**config.mk**
```make
export PLATFORM = sky130hd
export DESIGN_NAME = alu_issue_ctrl
export DESIGN_NICKNAME = d
export VERILOG_FILES = /design/src/rtl/alu_issue_ctrl.sv
export SDC_FILE = /design/constraint.sdc
export NUM_CORES = 1
export LEC_CHECK = 0
export CAP_MARGIN = 20
export CORE_UTILIZATION = 42
export CTS_CLUSTER_SIZE = 8
export DETAILED_ROUTE_END_ITERATION = 8
export GPL_TIMING_DRIVEN = 1
export PLACE_DENSITY_LB_ADDON = 0.05
export SLEW_MARGIN = 30
export SYNTH_ARGS = -nofsm -noshare
export SYNTH_HDL_FRONTEND = slang
export SYNTH_SLANG_ARGS = --single-unit
export TNS_END_PERCENT = 20
```
**constraint.sdc**
```tcl
create_clock -name clk -period 2.1 [get_ports clk]
set_input_delay 0.525 -clock clk [delete_from_list [all_inputs] [get_ports clk]]
set_output_delay 0.525 -clock clk [all_outputs]
set_load 0.03 [all_outputs]
```
**src/rtl/alu_issue_ctrl.sv**
```systemverilog
// Issue/write-back controller for a multi-cycle ALU owning the accumulator.
// Optional macro ALU_MUL_MASK_EN: zero the operand upper nibbles on MUL issue.
module alu_issue_ctrl #(
   parameter int LATENCY = 1
) (
   input  logic       clk,
   input  logic       reset,
   input  logic       in_valid,
   output logic       in_ready,
   input  logic [2:0] in_opcode,
   input  logic [7:0] in_data,
   input  logic       acc_clr,
   output logic [2:0] alu_opcode,
   output logic [7:0] alu_data,
   output logic [7:0] alu_accum,
   input  logic [7:0] alu_out,
   input  logic       alu_zero,
   output logic [7:0] accum,
   output logic       res_valid,
   output logic       res_zero,
   output logic       busy
);

   localparam logic [1:0] ST_IDLE = 2'd0;
   localparam logic [1:0] ST_EXEC = 2'd1;
   localparam logic [1:0] ST_WB   = 2'd2;

   localparam logic [2:0] LAT_LD = 3'(LATENCY);

   logic [1:0] state;
   logic [2:0] lat_cnt;
   logic [7:0] alu_data_q;
   logic       mul_mask;

   // Clear has priority over an offered instruction, so it also blocks acceptance.
   assign in_ready = (state == ST_IDLE) && !acc_clr;
   assign busy     = (state != ST_IDLE);

`ifdef ALU_MUL_MASK_EN
   assign mul_mask = (alu_opcode == 3'b110);
`else
   assign mul_mask = 1'b0;
`endif

   // The architectural accum stays unmasked; only the copy presented to the ALU is trimmed.
   assign alu_data  = mul_mask ? {4'h0, alu_data_q[3:0]} : alu_data_q;
   assign alu_accum = mul_mask ? {4'h0, accum[3:0]}      : accum;

   always_ff @(posedge clk) begin
      if (reset) begin
         state      <= ST_IDLE;
         lat_cnt    <= 3'd0;
         accum      <= 8'h00;
         alu_opcode <= 3'd0;
         alu_data_q <= 8'h00;
         res_valid  <= 1'b0;
         res_zero   <= 1'b1;
      end else begin
         res_valid <= 1'b0;
         case (state)
            ST_IDLE: begin
               if (acc_clr) begin
                  accum    <= 8'h00;
                  res_zero <= 1'b1;
               end else if (in_valid) begin
                  alu_opcode <= in_opcode;
                  alu_data_q <= in_data;
                  lat_cnt    <= LAT_LD;
                  state      <= ST_EXEC;
               end
            end
            ST_EXEC: begin
               lat_cnt <= lat_cnt - 3'd1;
               if (lat_cnt == 3'd1) state <= ST_WB;
            end
            ST_WB: begin
               accum     <= alu_out;
               res_zero  <= alu_zero;
               res_valid <= 1'b1;
               state     <= ST_IDLE;
            end
            default: state <= ST_IDLE;
         endcase
      end
   end

endmodule

```
==> flow_summary_export.csv <==
group,metric,value,unit
setup_path,start_kind,"flop",
drt,top_layer,"met4",
power_and_ir_drop,power,0.000968,W
power_and_ir_drop,irDropWorstVdd,0.443,mV
floorplan,coreArea,2480,um^2
synth,synth.net_count,150,
cells_and_area,drive_above_1_share,8.72,%
place,dp_slack,0.210,ns
timing,max_slew_margin,62.6,%
clocking,clk_pin_slew_worst_paths,0.14,ns
cells_and_area,area_growth_syn_to_layout,49.3,%
timing,finalSetupTns,0,ns
drt,postRouteAntennaNets,0,
global_route,overflow,0,
timing,skew,0.0114,ns
floorplan,dieArea,2820,um^2
power_and_ir_drop,p_per_area,592,nW/um^2
timing,setup_viol,0,
global_route,track_usage,19.1,%
clocking,cts_hold_buf,0,
min_path,holdCritStartpoint,"alu_data[7]$_SDFFE_PP0P_",
timing,timing.final.ws_setup,0.179,ns
drt,drc,0,
drt,vias_per_cell,4.83,
cells_and_area,num_antenna_cells,0,
power_and_ir_drop,p_leak,0.611,nW
setup_path,slowest_stage,"clkdlybuf4s50_1",
timing,worst_slew_pin_slew,0.560,ns
floorplan,die_w,53.1,um
timing,rsz0062_at_grt,"false",
clocking,numCtsBuffers,3,
setup_path,startpoint,"accum[6]$_SDFFE_PP0P_",
cells_and_area,final_nets,199,
timing,holdWs,0.466,ns
clocking,cts_tree,"done",
place,gp_congestion,0.761,
timing,max_freq,521,MHz
setup_path,critPathMaxStageDelay,0.69,ns
setup_path,reg2reg_from,"state[1]$_SDFFE_PP0P_",
synth,synth-seq-cells,26,
synth,yosysWarnings,0,
setup_path,cp_top_family,"buffers and inverters",
clocking,clock_tree.root_cell,"clkbuf_4",
drt,wl_met3,140,um
floorplan,dieHeight,53.1,um
setup_path,critical_path_class,"reg -> out",
clocking,cts_max_level,1,
setup_path,path_cells,"clkdlybuf4s50_1",
setup_path,cp.arrival,1.40,ns
cells_and_area,final_util,66.1,%
floorplan,rows,18,
drt,drt_iter0_drc,7,
clocking,clk_path_buf_depth,2,
clocking,worstSkewPairLatency,0.33,ns
status,status,"finished, final reports clean",
global_route,grt_max_degree,15,
global_route,antenna_found_initial,0,
synth,avgSynthCellArea,8.84,um^2
global_route,grt_first_pass_wirelength,3920,um
floorplan,io_pins,55,
place,dp_hpwl,1830,um
setup_path,endpoint_kind,"output port",
drt,wl_met2,1130,um
cells_and_area,fillers,227,
cells_and_area,layout_common_cells,"clkdlybuf4s50_1, dfxtp_1, nand2_1",
drt,first_pass_iters,3,
place,port_buffers,54,
global_route,grt_pass1_vias,915,
clocking,cts_setup_buffers,0,
synth,synth_area,1100,um^2
clocking,clock-sinks,26,
timing,final.period_utilization,91.5,%
setup_path,crit_path_max_fanout,3,
drt,met1Wirelength,1070,um
min_path,hp-class,"reg -> reg",
setup_path,crit_required,1.57,ns
floorplan,start_util,44.2,%
timing,min_period,1.92,ns
drt,drt-total-wl,2400,um
run,maxCapViolations,0,
synth,synth_cell_type_count,27,
synth,seq_area_frac_synth,47.5,%
synth,synth_cells,124,
drt,wl_per_cell,11.9,um
timing,drv_slew,0,
cells_and_area,final_common_cell,"clkdlybuf4s50_1",
timing,finalHoldViolCount,0,
drt,num_vias,975,
setup_path,critical_path_buf_inv_count,1,
==> per-layer routing <==
metal  global-route usage [%]  vias to the layer above
li1                         -                      501
met1                     23.9                      441
met2                     31.9                       28
met3                     2.59                        5
met4                     9.21                        0
met5                        0                        -
==> report_power, final <==
part	switching (W)	total (W)	internal, W
Combinational	0.0000953	0.000194	0.0000986
Sequential	0.0000106	0.000523	0.000512
Clock	0.000146	0.000252	0.000106
Total	0.000251	0.000968	0.000717
==> state kept, by name (all words and copies together), names as in the netlist <==
signal      flops
res_valid       1
alu_data        8
lat_cnt         3
state           2
accum           8
alu_opcode      3
res_zero        1
==> cell usage after synthesis <==
| cell | n | area share [%] |
|---|---|---|
| o21bai_2 | 1 | 1.0 |
| nand3b_1 | 1 | 0.69 |
| or2_2 | 1 | 0.57 |
| nand2b_1 | 4 | 2.3 |
| nor3_1 | 1 | 0.46 |
| dfxtp_1 | 26 | 47 |
| buf_2 | 1 | 0.46 |
| o31ai_1 | 1 | 0.69 |
| a21oi_1 | 15 | 6.8 |
| a22oi_1 | 8 | 5.5 |
| nand2_1 | 22 | 7.5 |
| buf_6 | 3 | 3.1 |
| a31oi_1 | 1 | 0.57 |
| or4b_4 | 1 | 1.3 |
| clkbuf_2 | 1 | 0.46 |
| nor2_1 | 12 | 4.1 |
| nand3_1 | 1 | 0.46 |
| o21bai_1 | 1 | 0.69 |
| nor4bb_1 | 1 | 0.91 |
| buf_4 | 8 | 5.5 |
| ha_1 | 2 | 2.3 |
| nor2b_1 | 3 | 1.7 |
| or3_1 | 1 | 0.57 |
| nor4b_4 | 1 | 2.2 |
| inv_1 | 3 | 1.0 |
| clkbuf_1 | 3 | 1.0 |
| o21a_1 | 1 | 0.69 |
==> layout make-up <==
type,instances,area (um^2),area share (%)
timing repair buffer,60,582,35.6
sequential,26,520,31.8
multi-input combinational,79,449,27.4
tap,30,37.5,2.29
clock buffer,4,36.3,2.22
inverter,3,11.3,0.688
==> repair_timing <==
action,4_1_cts,5_1_grt
gates resized for setup,1,0
setup endpoints to repair,1,0
endpoints found under the hold margin,0,0
==> cells by family (layout without fill, tap and decap cells) <==
kind of cell / after synthesis / count (layout) / synth area share (%)
and+or+nand+nor: 49 / 49 / 22.7
AOI/OAI and AO/OA: 28 / 28 / 16.0
DFF: 26 / 26 / 47.5
buffers and inverters: 19 / 67 / 11.5
adders and majority gates: 2 / 2 / 2.28
==> stage by stage <==
stage | area [um^2] | instances
finish | 1640 | 202
global route | 1640 | 202
CTS | 1640 | 202
detailed placement | 1600 | 198
global placement | 1600 | 198
floorplan | 1100 | 124
==> worst paths after layout <==
check	slack (ns)	to	cells past startpoint
max	0.18	accum[6]	1
min	0.47	alu_data[7]$_SDFFE_PP0P_	2
max reg2reg	0.70	alu_data[4]$_SDFFE_PP0P_	4
min reg2reg	0.47	alu_data[7]$_SDFFE_PP0P_	2
Power figures use the tool's default switching activity.
